<file path="config.mk">
export PLATFORM = sky130hd
export DESIGN_NAME = adder_word_sequencer
export DESIGN_NICKNAME = d
export VERILOG_FILES = /design/src/rtl/adder_word_sequencer.sv
export SDC_FILE = /design/constraint.sdc
export NUM_CORES = 1
export LEC_CHECK = 0
export BUFFER_PORTS_ARGS = -buffer_cell sky130_fd_sc_hd__buf_2
export CAP_MARGIN = 20
export CORE_ASPECT_RATIO = 1.1
export CORE_MARGIN = 2
export CORE_UTILIZATION = 54
export CTS_CLUSTER_SIZE = 8
export DETAILED_ROUTE_END_ITERATION = 8
export HOLD_SLACK_MARGIN = 0.1
export PLACE_DENSITY_LB_ADDON = 0.08
export SLEW_MARGIN = 30
export SYNTH_ARGS = -nofsm -noshare
export SYNTH_HDL_FRONTEND = slang
export SYNTH_SLANG_ARGS = --single-unit
</file>
<file path="constraint.sdc">
create_clock -name clk -period 3.2 [get_ports clk]
set_input_delay 0.32 -clock clk [delete_from_list [all_inputs] [get_ports clk]]
set_output_delay 0.32 -clock clk [all_outputs]
set_load 0.1 [all_outputs]
</file>
<file path="src/rtl/adder_word_sequencer.sv">
// Word-serial wide add/subtract controller driving one shared WORD_W-bit adder.
// Processes least-significant word first and chains the carry between cycles.
module adder_word_sequencer #(
   parameter int WORD_W = 16,
   parameter int NWORDS = 4,
   localparam int W = WORD_W * NWORDS
) (
   input  logic              clk,
   input  logic              rst_n,
   input  logic              start,
   input  logic              sub,
   input  logic              cin,
   input  logic [W-1:0]      a,
   input  logic [W-1:0]      b,
   output logic [WORD_W-1:0] add_x,
   output logic [WORD_W-1:0] add_y,
   output logic              add_c0,
   input  logic [WORD_W-1:0] add_s,
   input  logic              add_c4,
   output logic              busy,
   output logic              done,
   output logic [W-1:0]      sum,
   output logic              cout,
   output logic              ovf
);

   localparam int IDX_W = (NWORDS > 1) ? $clog2(NWORDS) : 1;

   typedef enum logic {IDLE, RUN} state_t;

   state_t           state, state_nx;
   logic [IDX_W-1:0] idx;
   logic             carry;
   logic [W-1:0]     a_r, b_r;
   logic [W-1:0]     shadow, shadow_nx;
   logic             last;

   assign last = (idx == IDX_W'(NWORDS - 1));
   assign busy = (state == RUN);

   always_ff @(posedge clk or negedge rst_n) begin
      if (!rst_n) state <= IDLE;
      else        state <= state_nx;
   end

   always_comb begin
      state_nx = state;
      add_x    = '0;
      add_y    = '0;
      add_c0   = 1'b0;
      case (state)
         IDLE: if (start) state_nx = RUN;
         RUN: begin
            add_x  = a_r[int'(idx)*WORD_W +: WORD_W];
            add_y  = b_r[int'(idx)*WORD_W +: WORD_W];
            add_c0 = carry;
            if (last) state_nx = IDLE;
         end
         default: state_nx = IDLE;
      endcase
   end

   // Shadow with the current word merged in; copied to sum only on the last word.
   always_comb begin
      shadow_nx = shadow;
      shadow_nx[int'(idx)*WORD_W +: WORD_W] = add_s;
   end

   always_ff @(posedge clk or negedge rst_n) begin
      if (!rst_n) begin
         idx    <= '0;
         carry  <= 1'b0;
         a_r    <= '0;
         b_r    <= '0;
         shadow <= '0;
         sum    <= '0;
         cout   <= 1'b0;
         ovf    <= 1'b0;
         done   <= 1'b0;
      end else begin
         done <= 1'b0;
         case (state)
            IDLE: begin
               if (start) begin
                  a_r   <= a;
                  b_r   <= sub ? ~b : b;
                  carry <= sub ? 1'b1 : cin;
                  idx   <= '0;
               end
            end
            RUN: begin
               shadow <= shadow_nx;
               carry  <= add_c4;
               if (last) begin
                  sum  <= shadow_nx;
                  cout <= add_c4;
                  ovf  <= (a_r[W-1] == b_r[W-1]) && (add_s[WORD_W-1] != a_r[W-1]);
                  done <= 1'b1;
                  idx  <= '0;
               end else begin
                  idx <= idx + 1'b1;
               end
            end
            default: idx <= '0;
         endcase
      end
   end

endmodule

</file>
Word level (Yosys, flattened, before mapping)
Index checks and enable logic that the tools add are counted.

word-level totals
  register bits after elaboration = 263
  bits of input ports = 150
  output and inout port bits = 101
  logic and storage cells = 41

cells by class
  add/subtract/negate cells = 2
  equal/unequal tests = 4
  shift-type cells = 4
  mux-type cells = 16
  bitwise gates (word level) = 2
  reduce and logical (&&, ||, !) cells = 3

operator list
  operator                                                                   number
  64-bit by 7-bit indexed part select with 16-bit output                     2
  64-bit bitwise mux                                                         1
  64-bit 2-to-1 mux                                                          1
  64-bit inverter                                                            1
  16-bit by 33-bit variable shift with 64-bit output (first input constant)  1
  16-bit by 33-bit indexed part select with 64-bit output                    1
  6-bit negator with 33-bit output                                           1
  16-bit 2-to-1 mux                                                          2
  1-bit 2-to-1 mux                                                           7
  2-bit 2-to-1 mux                                                           2
  1-bit case mux with 2 select lines                                         2
  2-bit case mux with 2 select lines                                         1
  2-bit AND reduction                                                        2
  2-bit by 1-bit adder with 2-bit output (second input constant)             1
  2-bit == test (second input constant)                                      1
  2-bit != test (second input constant)                                      1
  1-bit == test                                                              1
  1-bit logical AND                                                          1
  1-bit != test                                                              1
  1-bit inverter                                                             1

Logic depth before layout (Yosys ltp)
Gate-level depths: netlist (run 1).

  word-level depth = 3
  mapped depth = 10
  mapped depth without buffers = 5

Worst setup path before layout (run 1)
OpenSTA, ideal clock, no wires.

  path kind = reg2out
  from = register state, in the netlist busy
  to = output add_x[0]
  arrival time = 2.441 ns
  data required time = 2.880 ns
  setup slack = 0.439 ns
  stages on the path, launching flop included = 5
  buffers on the path = 3
  path through = dfrtp_1 > buf_2 > clkbuf_1 > clkbuf_1 > and2_1

on the way
  cells in the longest elaborated chain, start to end = 1

ends and longest elaborated chain
  element                 line  source
  from (decl)             31    state_t state, state_nx;
  from (signal assigned)  43    else state <= state_nx;
  16-bit 2-to-1 mux       51    case (state)
  to (decl)               15    output logic [WORD_W-1:0] add_x,

Every way passes these cells.

Worst setup path in the final report (run 1)
  from = register idx[0]
  to = output add_x[2]

on the way
  cells in the longest elaborated chain, start to end = 2

ends and longest elaborated chain
  element                                                 line  source
  from (decl)                                             32    logic [IDX_W-1:0] idx;
  from (signal assigned)                                  101   idx <= idx + 1'b1;
  64-bit by 7-bit indexed part select with 16-bit output  54    add_x = a_r[int'(idx)*WORD_W +: WORD_W];
  16-bit 2-to-1 mux                                       51

Every way passes these cells.

==> out/results.ini, run 1 <==
[run_status]
status = complete, no violations

[yosys]
synth_top_cell_by_area = dfrtp_1
yosys-top-cells-count = 247 x dfrtp_1, 108 x nand2_1, 84 x o21ai_0
ys_ff_latch = 247
syn-num-nets = 1114
async_flop_share_pct = 100
synthTopCellsByArea = dfrtp_1 55%, mux2_2 6.4%, mux4_2 6.4%
synthesis.area_um2 = 11200
synth.most_common_cell = dfrtp_1
yosys.area.top_type_share_pct = 55.0
synthDistinctLibCells = 33
seq_area_frac_synth_pct = 55.0
synth_edf_count = 0
synth_cells = 959
yosys_most_used_dff = dfrtp_1
avgSynthCellArea_um2 = 11.7
ys_warn_count = 0

[clocking]
post-cts-setup-buffer-count = 0
insertion_delay_ns = 0.49
cts_made_buffers = 36
holdBufCountCts = 67
post_cts_resized = 0
cts_max_level = 2
cts_root_buffer = clkbuf_16
clk_pin_slew_worst_paths_ns = 0.05
cts_tree = done
cts.sinks = 247
cts.path.max_buffers = 3

[worst_setup_path]
worstSetupStartpoint = idx[0]$_DFFE_PN0P_
worstReg2RegEnd = shadow[20]$_DFFE_PN0P_
r2r_setup_slack_ns = 0.75
crit_required_ns = 2.88
critPathMaxFanout = 25
r2r-start = idx[1]$_DFFE_PN0P_
end_kind = output port
critPathKind = reg2out
crit_path_end = add_x[2]
reg2reg_depth = 7
cp.arrival_ns = 2.42
cp-start-kind = flop

[route]
antenna_left = 0
wire_per_inst_um = 18.5
vias = 8263
drc = 0
totalWireLength_um = 27700
dr.first_iter.drc_count = 517
via_per_inst = 5.52
dr.pass1.iters = 4

[timing]
period_needed_ns = 2.74
slew_violations = 0
finalSetupViolCount = 0
skew_ns = 0.0127
max_freq_mhz = 364
grt_setup_unrepaired = no
max_slew_margin_pct = 50.7
tns_ns = 0
tightest_slew_ns = 0.740
fin_crit_sh_pct = 85.7
hold_viol = 0

[run]
maxCapViolCount = 0

[place]
port_buffers = 250
place.gp.congestion = 0.802
dp_hpwl_um = 17100

[layout]
fillerInstances = 1559
final_util_pct = 69.3
syn2layout_area_growth_pct = 26.3
multi_input_area_um2 = 4620
drive_above_1_share_pct = 33.1
regArea_um2 = 6180
nNetsFinal = 1394

[worst_hold_path]
hold_depth = 3
hp-class = in2reg

[grt]
grt_max_degree = 105
grt_pass1_vias = 8287
grt_pass1_wl_um = 44000
antenna_found_initial = 3
grt_overflow = 0
grtUsageTotal_pct = 25.4

[die]
start_util_pct = 54.8
dieWidth_um = 142
core_um2 = 20500
pin_count = 251
fp-row-count = 55
dieArea_um2 = 22000
die_h_um = 155

critical path, cell delays in order, from the launching register on:
cell and delay (ns):
dfrtp_2 0.39, buf_4 0.45, mux4_2 0.60, and2_1 0.18
buf_2 0.29
cell usage in the layout, fill, tap and decap left out, types with 3 or more instances in the layout:
cell type / n
buf_2: 248
dfrtp_1: 245
nand2_1: 107
o21ai_0: 84
dlygate4sd3_1: 67
mux2_2: 64
xnor2_1: 64
a22o_1: 47
clkbuf_16: 37
and2_1: 33
nor2_1: 33
mux4_2: 32
a31oi_1: 32
a21oi_1: 32
nor2b_1: 31
nor3b_1: 16
a221o_1: 16
buf_4: 15
ha_1: 5
buf_12: 4
inv_1: 3
nand2b_1: 3
logic make-up after synthesis:
family / synth area share (%)
DFF: 55.0
and+or+nand+nor: 10.4
AOI/OAI and AO/OA: 12.2
buffers and inverters: 4.06
muxes: 12.8
xor gates and xnor gates: 4.98
adders and majority gates: 0.556
flip-flops by register name (all words and copies together), names as in the netlist:
| register | flops |
|---|---|
| ovf | 1 |
| carry | 1 |
| sum | 64 |
| b_r | 64 |
| a_r | 64 |
| cout | 1 |
| busy | 1 |
| shadow | 48 |
| done | 1 |
| idx | 2 |
layout make-up:
class / instances / share of cell area (%)
Multi-Input combinational cell: 614 / 32.5
Clock buffer: 39 / 6.57
Inverter: 4 / 0.106
Antenna cell: 2 / 0.0352
Timing Repair Buffer: 336 / 15.0
Sequential cell: 247 / 43.5
Tap cell: 256 / 2.25
stage by stage:
step / std cells / hold slack [ns] / worst slack (ns) / instance area [µm²]
detailed placement: 1390 / 0.336 / 0.801 / 12600
finish: 1498 / 0.116 / 0.456 / 14200
CTS: 1496 / 0.102 / 0.417 / 14200
global route: 1497 / 0.108 / 0.327 / 14200
global placement: 1390 / 0.342 / 0.796 / 12600
floorplan: 959 / 0.0244 / 0.439 / 11200
how the worst min path moves through the flow:
| stage | start | end |
|---|---|---|
| floorplan | rst_n | a_r[0]$_DFFE_PN0P_ |
| global placement | rst_n | sum[58]$_DFFE_PN0P_ |
| detailed placement | rst_n | sum[58]$_DFFE_PN0P_ |
| CTS | b[47] | b_r[47]$_DFFE_PN0P_ |
| global route | b[58] | b_r[58]$_DFFE_PN0P_ |
| finish | b[16] | b_r[16]$_DFFE_PN0P_ |
layer usage:
metal	GRT usage, %	vias to the layer above	part of all wire, %
met5	0	-	0.058
met4	9.19	2	2.8
met3	6.59	55	6.7
met2	42.6	264	50
met1	32.2	4041	41
li1	-	3901	-
Power of run 1 is left out: the tool's default activity adds up to more than one toggle a clock period on the data nets, which glitch-free logic cannot reach.
==> run 2, diff against run 1 <==
CORE_UTILIZATION = 56   (was 54)
CTS_BUF_LIST = sky130_fd_sc_hd__clkbuf_4   (was unset)
RECOVER_POWER = 100   (was unset)
==> run 2 against run 1 <==
Effect of this change: the run now ends with capacitance limit, slew limit left; clock skew rose by 0.014 ns; sequential cell count did not move; final area is 3.6% higher; via count grew 7.0%; critical path type unchanged; non-clock buffer count up 80; final cell count up 10%; global-route usage grew 2.5 points.
==> out/results.ini, run 2 (synthesized netlist as in run 1, its figures left out) <==
[run_status]
status = finished, violations left
violations = capacitance limit, slew limit

[worst_setup_path]
crit_chain = buf_4 > mux4_2 > and2_0 > buf_2
crit_required_ns = 2.88  ; about the same
critPathMaxFanout = 24  ; -4.0%
cp.arrival_ns = 2.72  ; +0.30 ns
cp_slowest_cell = dfrtp_1
slowest_delay_ns = 0.69  ; +0.09 ns
critPathKind = reg2out
end_kind = output port
critPathBufInv = 2  ; unchanged
cp-start-kind = flop
path_delay_family = buffers and inverters

[grt]
grt_pass1_wl_um = 47800  ; +8.8%
grt_max_degree = 100  ; -4.8%
antenna_found_initial = 2  ; -1
grt_pass1_vias = 9355  ; +13%
grtUsageTotal_pct = 27.9  ; +2.5 points
grt_overflow = 0  ; unchanged

[layout]
drive_above_1_share_pct = 28.0  ; -5.1 points
nNetsFinal = 1499  ; +7.5%
syn2layout_area_growth_pct = 30.9
fillerInstances = 1413  ; -9.4%
top_regs = a_r (64), b_r (64), sum (64)
layout_commonest_cell = dfrtp_1
layout_common_cells = 246 x dfrtp_1, 169 x buf_2, 148 x dlygate4sd3_1

[clocking]
post_cts_resized = 0  ; unchanged
insertion_delay_ns = 0.69  ; +0.20 ns
cts.path.max_buffers = 3  ; unchanged
holdBufCountCts = 148  ; +120%
cts_max_level = 2  ; unchanged
cts_made_buffers = 61  ; +69%
post-cts-setup-buffer-count = 0  ; unchanged
clk_pin_slew_worst_paths_ns = 0.07  ; +0.02 ns
cts_tree = done
cts.sinks = 247  ; unchanged
cts_root_buffer = clkbuf_4

[route]
antenna_left = 0  ; unchanged
met1Wirelength_um = 11700  ; +3.3%
drc = 0  ; unchanged
dr.pass1.iters = 5  ; +1
dr_wl_met2_um = 15000  ; +8.9%
wl_met3_um = 1910  ; +2.1%
totalWireLength_um = 29300  ; +5.6%
top_layer_used = met4
dr.first_iter.drc_count = 589  ; +14%
via_per_inst = 5.37  ; -2.7%
vias = 8842  ; +7.0%
wire_per_inst_um = 17.8  ; -4.0%

[timing]
period_needed_ns = 3.04  ; +0.299 ns
fin_crit_sh_pct = 95.1  ; +9.4 points
tns_ns = 0  ; unchanged
max_slew_margin_pct = -71.3  ; -120 points
tightest_slew_ns = 2.57  ; +1.83 ns
skew_ns = 0.0266  ; +0.0139 ns
finalSetupViolCount = 0  ; unchanged
whs_ns = 0.281  ; +0.165 ns
hold_viol = 0  ; unchanged
slew_violations = 142  ; +142
max_freq_mhz = 329  ; -9.8%
grt_setup_unrepaired = no

[die]
start_util_pct = 56.8  ; +2.0 points
fp-row-count = 54  ; -1.8%
die_h_um = 153  ; -1.8%
dieWidth_um = 139  ; -1.8%
pin_count = 251  ; unchanged
dieArea_um2 = 21200  ; -3.5%
core_um2 = 19800  ; -3.5%

[place]
dp_hpwl_um = 17000  ; -0.19%
port_buffers = 250  ; unchanged
place.gp.congestion = 0.811  ; +1.2%

[run]
maxCapViolCount = 2  ; +2

[worst_hold_path]
hp-class = in2reg

==> run 2: cell types whose count changed in the layout (fill, tap and decap cells not counted), moves of 3 or more <==
cell           change
and2_1             -5
dlygate4sd3_1     +81
and2_0             +5
clkbuf_1          +66
clkbuf_16         -37
clkinv_2           +3
buf_4              -8
clkbuf_4          +88
clkbuf_2          +16
clkinv_1          +21
buf_2             -79
==> run 2: path summary, 6_finish.rpt <==
path | cells after the start | end | slack, ns | from
min in group asynchronous | 2 | sum[60]$_DFFE_PN0P_ | 0.95 | rst_n
setup reg to reg | 5 | b_r[59]$_DFFE_PN0P_ | 0.30 | busy$_DFF_PN0_
setup / recovery | 4 | add_x[9] | 0.16 | idx[1]$_DFFE_PN0P_
max in group asynchronous | 2 | b_r[55]$_DFFE_PN0P_ | 0.71 | rst_n
hold / removal | 3 | b_r[3]$_DFFE_PN0P_ | 0.28 | sub
hold reg to reg | 2 | shadow[45]$_DFFE_PN0P_ | 0.47 | shadow[45]$_DFFE_PN0P_
==> run 2: stage by stage <==
| step | cells | cell area [µm²] | worst slack (ns) | util, % |
|---|---|---|---|---|
| after floorplan | 959 | 11200 | 0.439 | - |
| after global placement | 1385 | 12600 | 0.789 | 63.7 |
| after detailed placement | 1385 | 12600 | 0.686 | 63.7 |
| after CTS | 1646 | 14900 | 0.0950 | 75.0 |
| after global routing | 1648 | 14700 | 0.0222 | 74.4 |
| final | 1648 | 14700 | 0.157 | 74.4 |
==> run 2: area by class of cell <==
cell class	instances	area [µm²]	share of cell area, %
multi-input cells	614	4590	31.2
repair buffers	416	2860	19.4
diodes	2	5.00	0.0340
clock inverters	25	97.6	0.663
clock buffers	88	661	4.49
inverters	4	15.0	0.102
flip-flops and latches	247	6180	42.0
well taps	252	315	2.14
==> run 2: metal layers <==
layer | GRT usage, % | vias up
met5 | 0 | -
met4 | 9.38 | 0
met3 | 6.66 | 56
met2 | 48.4 | 302
met1 | 34.6 | 4303
li1 | - | 4181
==> run 2: worst register-to-register path: stages (launching register included) <==
cell,delay (ns)
dfrtp_1,0.34
nand2b_1,1.56
buf_12,0.38
buf_4,0.28
nand2_1,0.10
o21ai_0,0.14
Power of run 2 is left out for the same reason.
==> run 3, diff against run 2 <==
ABC_AREA = 1   (was unset)
CORE_UTILIZATION = 57   (was 56)
==> run 3 against run 2 <==
Effect of this change: the run still ends with capacitance limit, slew limit left; highest routed layer unchanged; final cell count rose by 39%; final area rose by 5.3%; die area rose by 6.3%; synthesized area rose by 8.4%; clock-buffer cell count fell by 5.
==> out/results.ini, run 3 <==
[place]
place_ws_ns = 0.781  ; +0.0954 ns
dp_hpwl_um = 21200  ; +24%
port_buffers = 250  ; unchanged
dpl.cell_count = 2031  ; +47%
place.gp.congestion = 0.868  ; +7.0%

[power_and_ir_drop]
power_density_nw_per_um2 = 1120
power_frac_seq_pct = 28.9
ir_drop_uv = 1000
p_sw_mw = 9.80
p_leak_nw = 8.23
clkPwrFrac_pct = 14.0
comb_power_share_pct = 57.1
p_int_mw = 7.59
p_sw_share_pct = 56.4

[worst_hold_path]
holdPathEnd = b_r[22]$_DFFE_PN0P_
holdCritStartpoint = sub
hold_depth = 3  ; unchanged
hp-class = in2reg

[worst_setup_path]
crit_required_ns = 2.88  ; about the same
critPathMaxFanout = 26  ; +8.3%
cp-start-kind = flop
crit_chain = inv_2 > buf_4 > o21ai_0 > a21oi_1 > buf_2
worstReg2RegEnd = sum[37]$_DFFE_PN0P_
r2r_setup_slack_ns = 0.31  ; about the same
slowest_delay_ns = 0.48  ; -0.21 ns
end_kind = output port
cp.arrival_ns = 2.76  ; +0.04 ns
critPathBufInv = 3  ; +1
critPathKind = reg2out
path_delay_family = buffers and inverters
r2r-start = idx[0]$_DFFE_PN0P_
reg2reg_depth = 8  ; +3
cp_slowest_cell = buf_2

[clocking]
cts_root_buffer = clkbuf_4
cts_max_level = 2  ; unchanged
cts_tree = done
cts_made_buffers = 59  ; -3.3%
post-cts-setup-buffer-count = 0  ; unchanged
clk_pin_slew_worst_paths_ns = 0.07  ; about the same
insertion_delay_ns = 0.70  ; about the same
cts.path.max_buffers = 3  ; unchanged
cts.sinks = 247  ; unchanged

[yosys]
seq_area_frac_synth_pct = 50.7  ; -4.3 points
synth_simple_gate_area_share_pct = 31.4  ; +21 points
async_flop_share_pct = 100  ; unchanged
synth-compound-area-share_pct = 6.33  ; -5.9 points
avgSynthCellArea_um2 = 7.74  ; -34%
synth_mux_area_share_pct = 0  ; -13 points
yosys-top-cells-count = 775 x nand2_1, 247 x dfrtp_1, 115 x nor2_1
synthDistinctLibCells = 26  ; -21%
syn-num-nets = 1730  ; +55%
yosys.area.top_type_share_pct = 50.7  ; -4.3 points
synth_xor_area_share_pct = 4.60  ; -0.39 points
synth.most_common_cell = nand2_1
yosys_most_used_dff = dfrtp_1
ys_ff_latch = 247  ; unchanged
synthAdderAreaFrac_pct = 0.513  ; -0.043 points
synthTopCellsByArea = dfrtp_1 51%, nand2_1 24%, xnor2_1 4.6%
synthesis.area_um2 = 12200  ; +8.4%
synth_top_cell_by_area = dfrtp_1
synth_edf_count = 0  ; unchanged
ys_warn_count = 0  ; unchanged
synth_top_family_by_area = simple AND/OR/NAND/NOR gates
synth_cells = 1575  ; +64%

[run]
maxCapViolCount = 1  ; -1

[layout]
layout_common_cells = 776 x nand2_1, 245 x dfrtp_1, 159 x buf_2
final_util_pct = 73.3  ; -1.1 points
syn2layout_area_growth_pct = 27.2
nNetsFinal = 2106  ; +40%
fin_cells = 2283  ; +39%
layout_commonest_cell = nand2_1
drive_above_1_share_pct = 16.2  ; -12 points
top_regs = a_r (64), b_r (64), sum (64)

[run_status]
violations = capacitance limit, slew limit
status = finished, violations left

[grt]
grtUsageTotal_pct = 32.2  ; +4.3 points
grt_overflow = 0  ; unchanged
grt_pass1_vias = 11547  ; +23%
antenna_found_initial = 2  ; unchanged
grt_pass1_wl_um = 57300  ; +20%
grt_max_degree = 145  ; +45%

[timing]
skew_ns = 0.0233  ; -0.00332 ns
setup_slack_ns = 0.122  ; -0.0355 ns
period_needed_ns = 3.08  ; +0.0355 ns
slew_violations = 98  ; -31%
fin_crit_sh_pct = 96.2  ; +1.1 points
hold_viol = 0  ; unchanged
grt_setup_unrepaired = no
max_slew_margin_pct = -72.8  ; -1.5 points
max_freq_mhz = 325  ; -1.2%
finalSetupViolCount = 0  ; unchanged
tightest_slew_ns = 2.59  ; +0.0225 ns

[route]
via_per_inst = 5.14  ; -4.2%
dr.pass1.iters = 8  ; +3
totalWireLength_um = 36000  ; +23%
antenna_left = 0  ; unchanged
vias = 11738  ; +33%
wire_per_inst_um = 15.8  ; -11%
dr.first_iter.drc_count = 817  ; +39%
drc = 0  ; unchanged

[die]
dieWidth_um = 143  ; +3.1%
start_util_pct = 57.6  ; +0.81 points
dieArea_um2 = 22600  ; +6.3%
pin_count = 251  ; unchanged
fp-row-count = 56  ; +3.7%
die_h_um = 157  ; +3.1%
core_um2 = 21200  ; +6.9%

[run 3: cell types whose count changed after synthesis, moves of 20 or more]
cell | previous run | this run
a22o_1 | 47 | 0
o21ai_0 | 84 | 110
mux2_2 | 64 | 0
nand3_1 | 1 | 28
mux4_2 | 32 | 0
nand2_1 | 108 | 775
buf_4 | 2 | 28
inv_1 | 4 | 38
nor2_1 | 33 | 115
a31oi_1 | 32 | 0
nand3_2 | 0 | 20
and2_1 | 33 | 0
nor2b_1 | 31 | 0
[run 3: power groups by stage]
stage | combinational, mW | sequential [mW] | clock [mW]
detailed placement | 10.1 | 5.04 | 0
floorplan | 6.78 | 6.22 | 0
global placement | 10.1 | 5.00 | 0
global route | 10.7 | 5.16 | 2.63
CTS | 10.3 | 4.99 | 2.47
finish | 9.94 | 5.03 | 2.43
[run 3: worst max-delay path by stage]
stage,startpoint,end,slack (ns),cells past startpoint
after global routing,idx[0]$_DFFE_PN0P_,add_y[2],0.009,7
after CTS,idx[0]$_DFFE_PN0P_,add_x[7],0.10,5
after detailed placement,idx[0]$_DFFE_PN0P_,sum[3]$_DFFE_PN0P_,0.78,7
final,idx[0]$_DFFE_PN0P_,add_x[0],0.12,5
after floorplan,busy$_DFF_PN0_,add_x[0],-0.18,5
after global placement,idx[0]$_DFFE_PN0P_,shadow[4]$_DFFE_PN0P_,0.85,7
[run 3: repair_timing]
action / in CTS / in global routing
endpoints found under the hold margin: 301 / 0
gates resized for setup: 0 / 2
setup endpoints to repair: 0 / 2
hold buffers: 149 / 0
[run 3: worst reg2reg max path: stages (launching register included)]
cell,delay (ns)
dfrtp_2,0.43
inv_2,0.38
ha_1,0.23
inv_1,0.24
nor2_1,1.10
nand3_1,0.17
nand2_1,0.13
nand2_1,0.06
nand2_1,0.09
[run 3: metrics by stage]
stage	hold slack [ns]	total power, mW	setup TNS (ns)	instance area, µm²
2_1_floorplan	0.0244	13.0	-5.34	12200
3_3_place_gp	0.424	15.0	0	13600
3_5_place_dp	0.417	15.2	0	13600
4_1_cts	0.264	17.8	0	15800
5_1_grt	0.270	18.5	0	15500
6_report	0.270	17.4	0	15500
[run 3: cell type report]
class,instances,area [µm²]
Sequential cell,247,6180
Fill cell,1716,5650
Multi-Input combinational cell,1181,5200
Timing Repair Buffer,414,2880
Clock buffer,83,623
Tap cell,290,363
Inverter,48,184
Clock inverter,16,62.6
Antenna cell,4,10.0
[run 3: cell families (layout without fill, tap and decap cells)]
logic type | Yosys count | after routing
XOR/XNOR | 64 | 64
AND/OR/NAND/NOR | 959 | 959
buffers and inverters | 147 | 561
AO/OA/AOI/OAI | 153 | 153
flip-flops | 247 | 247
other | 0 | 4
adder cells (fa/ha/maj) | 5 | 5
[run 3: routing by layer]
layer  GRT usage, %  part of all wire (%)
met4           13.9                   4.1
met2           53.6                    49
met5              0                     0
met3           6.21                   6.5
met1           41.3                    41
Power figures use the tool's default switching activity.
